**src/rtl/boid_frame_writer.sv**
```systemverilog
// boid_frame_writer: once per frame, erases last frame's boid squares from the
// boid bitmap and redraws each boid at its freshly fetched position.
module boid_frame_writer #(
  parameter int unsigned NUM_BOIDS           = 16,
  parameter int unsigned BOID_SIZE           = 2,
  parameter int unsigned VIDEO_WIDTH         = 640,
  parameter int unsigned VIDEO_HEIGHT        = 480,
  parameter int unsigned PIXEL_ADDRESS_WIDTH = 20,
  localparam int unsigned IDX_W = (NUM_BOIDS > 1) ? $clog2(NUM_BOIDS) : 1
) (
  input  logic                           clk,
  input  logic                           reset,
  input  logic                           screenEnd,
  output logic [IDX_W-1:0]               pos_read_addr,
  input  logic [9:0]                     pos_read_x,
  input  logic [8:0]                     pos_read_y,
  output logic [PIXEL_ADDRESS_WIDTH-1:0] boid_write_address,
  output logic                           boid_write_data,
  output logic                           boid_write_en,
  output logic                           busy,
  output logic                           frame_done,
  output logic                           overrun
);

  localparam int unsigned D_W   = (BOID_SIZE > 1) ? $clog2(BOID_SIZE) : 1;
  localparam int unsigned PAW   = PIXEL_ADDRESS_WIDTH;
  localparam int unsigned X_W   = 10;
  localparam int unsigned Y_W   = 9;
  localparam int unsigned XS_W  = X_W + 1;
  localparam int unsigned YS_W  = Y_W + 1;

  typedef enum logic [2:0] {
    S_IDLE  = 3'd0,
    S_ERASE = 3'd1,
    S_FETCH = 3'd2,
    S_LATCH = 3'd3,
    S_DRAW  = 3'd4,
    S_DONE  = 3'd5
  } state_t;

  state_t r_state;
  state_t w_state_nxt;

  logic             r_se_q;
  logic             w_start;

  logic [IDX_W-1:0] r_idx;
  logic [D_W-1:0]   r_dx;
  logic [D_W-1:0]   r_dy;
  logic [IDX_W-1:0] w_idx_nxt;
  logic [D_W-1:0]   w_dx_nxt;
  logic [D_W-1:0]   w_dy_nxt;
  logic             w_dx_last;
  logic             w_px_last;
  logic             w_boid_last;

  logic [X_W-1:0]   r_sh_x [NUM_BOIDS];
  logic [Y_W-1:0]   r_sh_y [NUM_BOIDS];
  logic [NUM_BOIDS-1:0] r_sh_vld;

  logic [X_W-1:0]   w_bx;
  logic [Y_W-1:0]   w_by;
  logic [XS_W-1:0]  w_px;
  logic [YS_W-1:0]  w_py;
  logic             w_in_view;
  logic [PAW-1:0]   w_pix_addr;

  logic [IDX_W-1:0] r_pos_addr;
  logic [PAW-1:0]   r_wr_addr;
  logic             r_wr_data;
  logic             r_wr_en;
  logic             r_busy;
  logic             r_frame_done;
  logic             r_overrun;

  logic [IDX_W-1:0] w_pos_addr;
  logic [PAW-1:0]   w_wr_addr;
  logic             w_wr_data;
  logic             w_wr_en;
  logic             w_busy;
  logic             w_frame_done;
  logic             w_overrun;

  // Rising-edge detect on the frame boundary level
  always_ff @(posedge clk or negedge reset) begin
    if (!reset) r_se_q <= 1'b0;
    else        r_se_q <= screenEnd;
  end

  assign w_start     = screenEnd & ~r_se_q;
  assign w_dx_last   = (r_dx == D_W'(BOID_SIZE - 1));
  assign w_px_last   = w_dx_last && (r_dy == D_W'(BOID_SIZE - 1));
  assign w_boid_last = (r_idx == IDX_W'(NUM_BOIDS - 1));

  // State register
  always_ff @(posedge clk or negedge reset) begin
    if (!reset) r_state <= S_IDLE;
    else        r_state <= w_state_nxt;
  end

  // Next-state logic
  always_comb begin
    w_state_nxt = r_state;
    case (r_state)
      S_IDLE:  if (w_start) w_state_nxt = (|r_sh_vld) ? S_ERASE : S_FETCH;
      S_ERASE: if (w_px_last && w_boid_last) w_state_nxt = S_FETCH;
      S_FETCH: w_state_nxt = S_LATCH;
      S_LATCH: w_state_nxt = S_DRAW;
      S_DRAW:  if (w_px_last) w_state_nxt = w_boid_last ? S_DONE : S_FETCH;
      S_DONE:  w_state_nxt = S_IDLE;
      default: w_state_nxt = S_IDLE;
    endcase
  end

  // Boid index and in-square pixel walk (dy outer, dx inner)
  always_comb begin
    w_idx_nxt = r_idx;
    w_dx_nxt  = r_dx;
    w_dy_nxt  = r_dy;
    case (r_state)
      S_IDLE: begin
        w_idx_nxt = '0;
        w_dx_nxt  = '0;
        w_dy_nxt  = '0;
      end
      S_ERASE, S_DRAW: begin
        if (!w_dx_last) begin
          w_dx_nxt = r_dx + D_W'(1);
        end else begin
          w_dx_nxt = '0;
          if (w_px_last) begin
            w_dy_nxt  = '0;
            w_idx_nxt = w_boid_last ? '0 : r_idx + IDX_W'(1);
          end else begin
            w_dy_nxt = r_dy + D_W'(1);
          end
        end
      end
      default: ;
    endcase
  end

  // Walk counters
  always_ff @(posedge clk or negedge reset) begin
    if (!reset) begin
      r_idx <= '0;
      r_dx  <= '0;
      r_dy  <= '0;
    end else begin
      r_idx <= w_idx_nxt;
      r_dx  <= w_dx_nxt;
      r_dy  <= w_dy_nxt;
    end
  end

  // Shadow table: the position drawn this frame, erased next frame
  always_ff @(posedge clk or negedge reset) begin
    if (!reset) begin
      r_sh_vld <= '0;
      for (int i = 0; i < int'(NUM_BOIDS); i++) begin
        r_sh_x[i] <= '0;
        r_sh_y[i] <= '0;
      end
    end else if (r_state == S_LATCH) begin
      r_sh_x[r_idx]   <= pos_read_x;
      r_sh_y[r_idx]   <= pos_read_y;
      r_sh_vld[r_idx] <= 1'b1;
    end
  end

  // Pixel coordinate, clip test and bitmap address for the current walk step
  always_comb begin
    w_bx       = r_sh_x[r_idx];
    w_by       = r_sh_y[r_idx];
    w_px       = XS_W'(w_bx) + XS_W'(r_dx);
    w_py       = YS_W'(w_by) + YS_W'(r_dy);
    w_in_view  = (w_px < XS_W'(VIDEO_WIDTH)) && (w_py < YS_W'(VIDEO_HEIGHT));
    w_pix_addr = PAW'(w_px) + PAW'(VIDEO_WIDTH) * PAW'(w_py);
  end

  // Output decode; values take effect on the next clock
  always_comb begin
    w_pos_addr   = r_pos_addr;
    w_wr_addr    = '0;
    w_wr_data    = 1'b0;
    w_wr_en      = 1'b0;
    w_busy       = (w_state_nxt != S_IDLE);
    w_frame_done = (r_state == S_DONE);
    w_overrun    = w_start && (r_state != S_IDLE);
    if (w_state_nxt == S_FETCH) w_pos_addr = w_idx_nxt;
    if ((r_state == S_ERASE || r_state == S_DRAW) && w_in_view) begin
      w_wr_en   = 1'b1;
      w_wr_addr = w_pix_addr;
      w_wr_data = (r_state == S_DRAW);
    end
  end

  // Registered outputs
  always_ff @(posedge clk or negedge reset) begin
    if (!reset) begin
      r_pos_addr   <= '0;
      r_wr_addr    <= '0;
      r_wr_data    <= 1'b0;
      r_wr_en      <= 1'b0;
      r_busy       <= 1'b0;
      r_frame_done <= 1'b0;
      r_overrun    <= 1'b0;
    end else begin
      r_pos_addr   <= w_pos_addr;
      r_wr_addr    <= w_wr_addr;
      r_wr_data    <= w_wr_data;
      r_wr_en      <= w_wr_en;
      r_busy       <= w_busy;
      r_frame_done <= w_frame_done;
      r_overrun    <= w_overrun;
    end
  end

  assign pos_read_addr      = r_pos_addr;
  assign boid_write_address = r_wr_addr;
  assign boid_write_data    = r_wr_data;
  assign boid_write_en      = r_wr_en;
  assign busy               = r_busy;
  assign frame_done         = r_frame_done;
  assign overrun            = r_overrun;

endmodule

```
**config.mk**
```make
export PLATFORM = sky130hd
export DESIGN_NAME = boid_frame_writer
export DESIGN_NICKNAME = d
export VERILOG_FILES = /design/src/rtl/boid_frame_writer.sv
export SDC_FILE = /design/constraint.sdc
export NUM_CORES = 1
export LEC_CHECK = 0
export BUFFER_PORTS_ARGS = -buffer_cell sky130_fd_sc_hd__buf_2
export CORE_UTILIZATION = 33
export CTS_CLUSTER_DIAMETER = 100
export DETAILED_ROUTE_END_ITERATION = 6
export PLACE_DENSITY = 0.59
export SLEW_MARGIN = 20
export SYNTH_ARGS = -nofsm -noshare
export SYNTH_HDL_FRONTEND = slang
export SYNTH_SLANG_ARGS = --single-unit
export TNS_END_PERCENT = 1
```
**constraint.sdc**
```tcl
create_clock -name clk -period 17.21 [get_ports clk]
set_input_delay 0.8605 -clock clk [delete_from_list [all_inputs] [get_ports clk]]
set_output_delay 0.8605 -clock clk [all_outputs]
set_load 0.01 [all_outputs]
```
## Word-level counts from Yosys, hierarchy flattened

Cells that the tools add are included.

| cells by class | value |
|---|---|
| $mul | 1 |
| add/subtract/negate cells | 6 |
| mux-type cells | 32 |
| equality and inequality tests | 8 |
| order comparisons | 6 |
| bitwise logic cells | 4 |
| reduce and logical (&&, ||, !) cells | 15 |

Operators by type and width:

| operator | count |
|---|---|
| $bwmux 160 | 1 |
| $bwmux 144 | 1 |
| $bmux 10 s4 | 1 |
| $demux 10 s4 | 1 |
| $bmux 9 s4 | 1 |
| $demux 9 s4 | 1 |
| $mux 10 | 3 |
| $mux 9 | 3 |
| $add 11x20->20 | 1 |
| $mux 20 | 1 |
| $or 16x16->16 | 1 |
| $reduce_or 16->1 | 1 |
| $pmux 3 s5 | 1 |
| $mul 3x10->13 const A | 1 |
| $mux 3 | 4 |
| $mux 4 | 3 |
| $add 10x1->11 | 1 |
| $lt 11x10->1 const B | 1 |
| $add 9x1->10 | 1 |
| $lt 10x9->1 const B | 1 |
| $eq 3x2->1 const B | 3 |
| $pmux 4 s2 | 1 |
| $logic_and 1x1->1 | 7 |
| $eq 3x3->1 const B | 2 |
| 22 further kinds | 30 |

| storage, ports and cells | value |
|---|---|
| register bits after elaboration | 359 |
| word-level logic and storage cells | 117 |

## Depth between registers and ports, before layout

Gate-level depths: netlist (run 1).

| logic depth | value |
|---|---|
| depth after elaboration | 9 |
| gate-level depth with buffers | 24 |
| depth with buffers taken out | 18 |

## Worst setup path after synthesis (run 1)

No wires, ideal clock.

| timing path | value |
|---|---|
| path kind | register -> register |
| start point | reg r_idx[0] |
| end point | reg r_wr_addr[18] (netlist: boid_write_address[18]) |
| data arrival time | 5.553 ns |
| library setup time | 0.119 ns |
| data required time | 17.091 ns |
| path slack | 11.538 ns |
| stages on the path, launching flop included | 24 |
| path through | dfrtp_1 -> buf_6 -> buf_8 -> buf_8 -> buf_8 -> buf_6 -> buf_2 -> mux4_2 -> mux4_2 -> ha_1 -> and2_1 -> nand2_1 -> xnor2_1 -> ha_1 -> ha_1 -> fa_1 -> a211oi_1 -> nor2_1 -> o31a_1 -> a21o_1 -> or4b_2 -> o211ai_1 -> xnor2_1 -> nor2_1 |

| on the way | value |
|---|---|
| longest elaborated chain between the ends | 9 |
| elaborated cells between the ends (all ways) | 16 |
| those cells by class | add/sub (3); mul (1); order compare (2); mux (7); bitwise (1); reduce/logical (2) |

Ends and longest elaborated chain:

| what | line | source |
|---|---|---|
| start, declared | 47 | `logic [IDX_W-1:0] r_idx;` |
| start signal, assigned | 150 | `r_idx <= w_idx_nxt;` |
| $not 4->5 (implied by the code) * | 173, 174 |  |
| branches (longest 7 deep; another with $add 11x20->20) | - |  |
| $mux 20 * | 191 | `if ((r_state == S_ERASE \|\| r_state == S_DRAW) && w_in_view) begin` |
| named net w_wr_addr[18] | 77 | `logic [PAW-1:0] w_wr_addr;` |
| end signal, assigned | 210 | `r_wr_addr <= w_wr_addr;` |
| end, declared | 69 | `logic [PAW-1:0] r_wr_addr;` |

Mark *: on every way through the listed nets, which the timed path passes. The select of a mux whose other input is x is not followed.
A chain may end at the register's enable or synchronous reset.

## Final worst setup path (run 1)

Ends and elaborated chain as after synthesis.

==> flow_metrics.tcl, run 1 <==
set metrics [dict create \
    critPathBufInv 1 \
    drc_errors 0 \
    yosys.area.top_type_share_pct 53.0 \
    cts_resized 0 \
    cts_setup_buffers 0 \
    rsz0062_at_grt "no" \
    rows 82 \
    drt_first_iter_violations 754 \
    p_leak_nw 8.26 \
    power.density_nw_per_um2 94.4 \
    hp-class "in2async" \
    crit_path_start_kind "flip-flop" \
    r2r_slack_ps 10670 \
    cts_root_buf "clkbuf_16" \
    crit_path_frequent_cell "ha_1" \
    end_kind "flip-flop" \
    start_util_pct 33.6 \
    fin_crit_sh_pct 38.0 \
    fin_ws_ps 10670 \
    syn_inst 1170 \
    holdWs_ps 366 \
    utilization_pct 38.0 \
    final_nets 1256 \
    status "complete, no violations" \
    h-tree-depth 2 \
    crit_family "adder cells" \
    cell_internal_pwr_mw 1.40 \
    r2r-start "r_idx[0]" \
    track_usage_pct 16.0 \
    p_seq_share_pct 48.5 \
    synth_compound_area_share_pct 4.15 \
    yosys.area.top_type "dfrtp_1" \
    synth-async-reset-ratio_pct 100 \
    totalWireLength_um 40600 \
    antenna_found_initial 1 \
    required_ps 17620 \
    worstReg2RegEnd "boid_write_address[18]" \
    die_h_um 229 \
    pin_count 51 \
    ys_ff_latch 359 \
    fin_skew_ps 25.5 \
    worst_pin_slew_ps 1140 \
    min_period_ps 6540 \
    path_class "reg2reg" \
    synthAdderAreaFrac_pct 2.23 \
    synth_edf_count 0 \
    final_common_cell "dfrtp_1" \
    gr-total-overflow 0 \
    rr_worst_depth 17 \
    area_delta_synth_final_pct 13.0 \
    p_sw_uw 411 \
    grt_start_max_net_pins 174 \
    synthFlopType "dfrtp_1" \
    clockBufferDepth 3 \
    yosys.cell_types.count 66 \
    place.gp.congestion 0.841 \
    final_cell_mix "357 x dfrtp_1, 309 x mux2_2, 70 x mux4_2" \
    post_synth_and_or_nand_nor_area_fraction_pct 4.90 \
    ctsHoldBuffers 0 \
    cpPeakStageDelay_ps 900 \
    cts_tree "yes" \
    multiInputGateArea_um2 7530 \
    cp_cell_sequence "buf_4 > mux4_2 > mux4_2 > ha_1 > ha_1 > nand3_1 > xnor2_1 > ha_1 > ha_1 > a211oi_1 > o21ai_0 > a211o_1 > nand4b_1 > or4b_2 > o211ai_1 > xnor2_1 > nor2_1" \
    cts_inserted_buffers 40 \
    p_comb_share_pct 5.9 \
    cp_data_arrival_time_ps 6950 \
    synth_fp_nets 1221 \
    drive_above_1_share_pct 45.8 \
    stdcell_area_um2 19100 \
    clk_latency_ps 560 \
    grt_first_pass_wirelength_um 64500 \
    die-area_um2 52300 \
    dieWidth_um 229 \
    via_per_inst 5.26 \
    routedWlPerCell_um 21.3 \
    synth_area_um2 16900 \
    synth_xor_area_share_pct 1.34 \
    nFillCells 4713 \
    ir_drop_uv 57.6 \
    hold_viol 0 \
    place_area_um2 17900 \
    clkTransAtPathRegs_ps 50 \
    hpwl_um 25200 \
    drt_pass1_iterations 5 \
    cts.sinks 359 \
    synthTopCellsByArea "dfrtp_1 53%, mux2_2 21%, mux4_2 9.3%" \
    maxSlewViolCount 0 \
    seq_area_frac_synth_pct 53.0 \
    ant_nets 0 \
    setup_tns_ps 0 \
    cp_max_fo 49 \
    fmax_mhz 153 \
    vias 10000 \
    cap_violations 0 \
    synth_warnings 0 \
    seqCellArea_um2 8990 \
    grt_pass1_vias 10300 \
    place_ws_ps 10600 \
    crit_slowest_cell "buf_4" \
    slew_headroom_pct 23.8 \
    core_area_um2 50400 \
    syn_area_per_cell_um2 14.5 \
    setup_viol 0 \
    io_buffers 50 \
    synth_mux_area_share_pct 31.5 \
    pwr-share-clk_pct 45.6 \
    antenna-diode-count 0 \
    synth_top_family_by_area "multiplexers" \
    swShare_pct 22.7 \
]
==> sequential cells by signal, indices dropped and copies added, names as in the netlist <==
register,cells
boid_write_address,20
r_idx,4
r_sh_x,160
frame_done,1
r_state,3
r_dy,1
r_dx,1
boid_write_data,1
overrun,1
r_sh_vld,16
boid_write_en,1
busy,1
r_se_q,1
r_sh_y,144
pos_read_addr,4
==> routing by layer <==
metal  routed length [um]  vias up  global-route usage (%)  part of all wire [%]
li1                     -     4369                       -                     -
met1                19300     5362                    23.1                    47
met2                18500      222                    24.4                    46
met3                 1970       60                    2.66                   4.8
met4                  863        2                    5.05                   2.1
met5                   14        -                       0                 0.034
==> final cells by class <==
class | instances | share of cell area (%)
timing repair buffer | 76 | 2.46
tap | 672 | 4.39
inverter | 14 | 0.275
clock inverter | 12 | 0.654
sequential | 359 | 47.0
clock buffer | 58 | 5.90
multi-input combinational | 714 | 39.3
==> worst max-delay path by stage <==
| stage | start | to | slack, ps | cells after the start |
|---|---|---|---|---|
| 5_1_grt | r_idx[0] | boid_write_address[18] | 10190 | 17 |
| 3_3_place_gp | r_idx[0] | boid_write_address[18] | 10630 | 17 |
| 2_1_floorplan | r_idx[0] | boid_write_address[18] | 11540 | 23 |
| 3_5_place_dp | r_idx[0] | boid_write_address[18] | 10600 | 17 |
| 6_report | r_idx[0] | boid_write_address[18] | 10670 | 17 |
| 4_1_cts | r_idx[0] | boid_write_address[18] | 10550 | 17 |
==> stage by stage <==
step                instances  total power, mW
floorplan                1170            0.956
global placement         1835            0.996
detailed placement       1835            0.998
CTS                      1905             1.83
global route             1905             1.88
finish                   1905             1.81
==> power by group through the flow <==
stage               Combinational [mW]  Sequential [mW]  Clock, mW
global placement                 0.106            0.890          0
global route                     0.120            0.878      0.878
detailed placement               0.107            0.891          0
finish                           0.106            0.876      0.824
floorplan                       0.0689            0.887          0
CTS                              0.108            0.876      0.847
==> Yosys cell counts (4+ instances only) <==
master and instances:
clkbuf_1 59, a211oi_1 5, xor2_1 11, inv_1 12, mux4_2 70, a21o_1 4, nand3_1 9, buf_6 6
nor2b_1 6, and2_1 5, xnor2_1 15, or2_2 16, nor4_1 4, o21ai_0 15, buf_2 8, nand2_1 40
o21a_1 4, mux4_1 9, a22oi_1 26, ha_1 27, a21oi_1 17, nor3_1 11, mux2_2 309, mux2i_1 5
nor2_1 54, dfrtp_1 359
==> cells by family after synthesis <==
kind of cell,after synthesis
AO/OA/AOI/OAI,99
adder cells (fa/ha/maj),29
XOR/XNOR,26
flip-flops,359
AND/OR/NAND/NOR,167
buffers and inverters,97
multiplexers,393
Power figures use the tool's default switching activity.
==> run 2, diff against run 1 <==
- clock period: 17.21 -> 6.6 ns (I/O delays scaled with it)
==> run 2 against run 1 <==
Compared with the run above:
- clock power grew to 2.7 times the previous value
- die area unchanged
- highest routed layer unchanged
- register-to-register slack got worse by 9800 ps
==> flow_metrics.tcl, run 2 (synthesis results as in run 1) <==
set metrics [dict create \
    status "complete, no violations" \
    p_sw_mw 1.09 \
    fmax_mhz 175 \
    drt_first_iter_violations 766 \
    p_seq_share_pct 47.5 \
    io_buffers 50 \
    fin_crit_sh_pct 86.7 \
    setup_viol 0 \
    dp_cells 1842 \
    drc_errors 0 \
    final_common_cell "dfrtp_1" \
    ir_drop_uv 163 \
    grt_start_max_net_pins 169 \
    min_period_ps 5720 \
    final_cell_mix "357 x dfrtp_1, 309 x mux2_2, 70 x mux4_2" \
    cts.sinks 359 \
    required_ps 7030 \
    final_nets 1265 \
    holdPathStages 2 \
    die-area_um2 52300 \
    swShare_pct 22.7 \
    gr-total-overflow 0 \
    hp-class "in2reg" \
    area_delta_synth_final_pct 13.8 \
    whs_endpoint "r_sh_x[109]" \
    p_comb_share_pct 5.8 \
    cell_internal_pwr_mw 3.71 \
    r2r-start "r_idx[0]" \
    worst_pin_slew_ps 961 \
    cp_data_arrival_time_ps 6150 \
    fin_ws_ps 881 \
    clkTransAtPathRegs_ps 50 \
    place_ws_ps 811 \
    place.gp.congestion 0.821 \
    cts_root_buf "clkbuf_16" \
    rsz0062_at_grt "no" \
    drive_above_1_share_pct 46.3 \
    start_util_pct 33.6 \
    crit_path_start_kind "flip-flop" \
    dieWidth_um 229 \
    slew_headroom_pct 35.9 \
    hp-start "pos_read_x[9]" \
    antenna_found_initial 3 \
    power.density_nw_per_um2 249 \
    die_h_um 229 \
    path_class "reg2reg" \
    instances_no_fill 1915 \
    r2r_slack_ps 880 \
    pwr-share-clk_pct 46.7 \
    clockBufferDepth 3 \
    via_per_inst 5.18 \
    drt_pass1_iterations 5 \
    cts_tree "yes" \
    grt_pass1_vias 10600 \
    track_usage_pct 16.1 \
    setup_tns_ps 0 \
    regMostFlops "r_sh_x" \
    clk_latency_ps 560 \
    cp_max_fo 45 \
    end_kind "flip-flop" \
    hold_viol 0 \
    pin_count 51 \
    p_leak_nw 8.33 \
    worstReg2RegEnd "boid_write_address[18]" \
    routedWlPerCell_um 21.3 \
    hpwl_um 25600 \
    ant_nets 0 \
    rows 82 \
    cts_inserted_buffers 40 \
    fin_skew_ps 14.2 \
    rr_worst_depth 16 \
    vias 9919 \
    holdWs_ps 223 \
    cap_violations 0 \
    grt_first_pass_wirelength_um 64900 \
    largest_register_ffs 160 \
    core_area_um2 50400 \
    totalWireLength_um 40800 \
    h-tree-depth 2 \
    maxSlewViolCount 0 \
]
run 2: how the worst max path moves through the flow:
| stage | startpoint | endpoint | slack (ps) | cells after the start |
|---|---|---|---|---|
| floorplan | r_idx[0] | boid_write_address[18] | 930 | 23 |
| global placement | r_idx[0] | boid_write_address[18] | 850 | 16 |
| detailed placement | r_idx[0] | boid_write_address[18] | 810 | 16 |
| CTS | r_idx[0] | boid_write_address[18] | 800 | 16 |
| global route | r_idx[0] | boid_write_address[18] | 450 | 18 |
| finish | r_idx[0] | boid_write_address[18] | 880 | 16 |
run 2: final cells by class:
type	instances	area, um^2
Inverter	14	52.6
Tap cell	672	841
Antenna cell	1	2.50
Timing Repair Buffer	85	541
Clock inverter	12	171
Fill cell	4740	31100
Sequential cell	359	8990
Clock buffer	58	1160
Multi-Input combinational cell	714	7530
run 2: metrics by stage:
stage / power [mW] / util [%] / area (um^2)
6_report: 4.80 / 38.3 / 19300
5_1_grt: 4.99 / 38.3 / 19300
4_1_cts: 4.87 / 38.3 / 19300
3_5_place_dp: 2.60 / 35.6 / 17900
3_3_place_gp: 2.59 / 35.6 / 17900
2_1_floorplan: 2.49 / - / 16900
run 2: power by group through the flow:
stage | Combinational (mW) | Clock (mW) | Sequential, mW
floorplan | 0.180 | 0 | 2.31
global placement | 0.274 | 0 | 2.32
detailed placement | 0.281 | 0 | 2.32
CTS | 0.283 | 2.31 | 2.28
global route | 0.313 | 2.39 | 2.29
finish | 0.278 | 2.24 | 2.28
run 2: routing by layer:
metal  wire, um  vias up  global-route usage, %  share of wire [%]
met5         23        -                      0              0.056
met4       1060        4                   5.45                2.6
met3       2030       69                   3.01                5.0
met2      18400      205                   24.2                 45
met1      19300     5256                   23.2                 47
li1           -     4385                      -                  -
run 2: worst max-delay path: stages, from the launching register on:
cell      delay [ps]
dfrtp_4          990
mux4_2           600
mux4_2           510
ha_1             250
ha_1             280
nand3_1          110
xnor2_1          150
ha_1             310
ha_1             330
a211oi_1         260
o21ai_0          180
a211o_1          330
nand4b_1         280
or4b_2           650
o211ai_1         130
xnor2_1          140
nor2_1            50
run 2: timing repair:
action,in CTS,in global routing
resized for setup,0,0
endpoints found under the hold margin,118,0
hold buffers,2,0
setup buffers,0,0
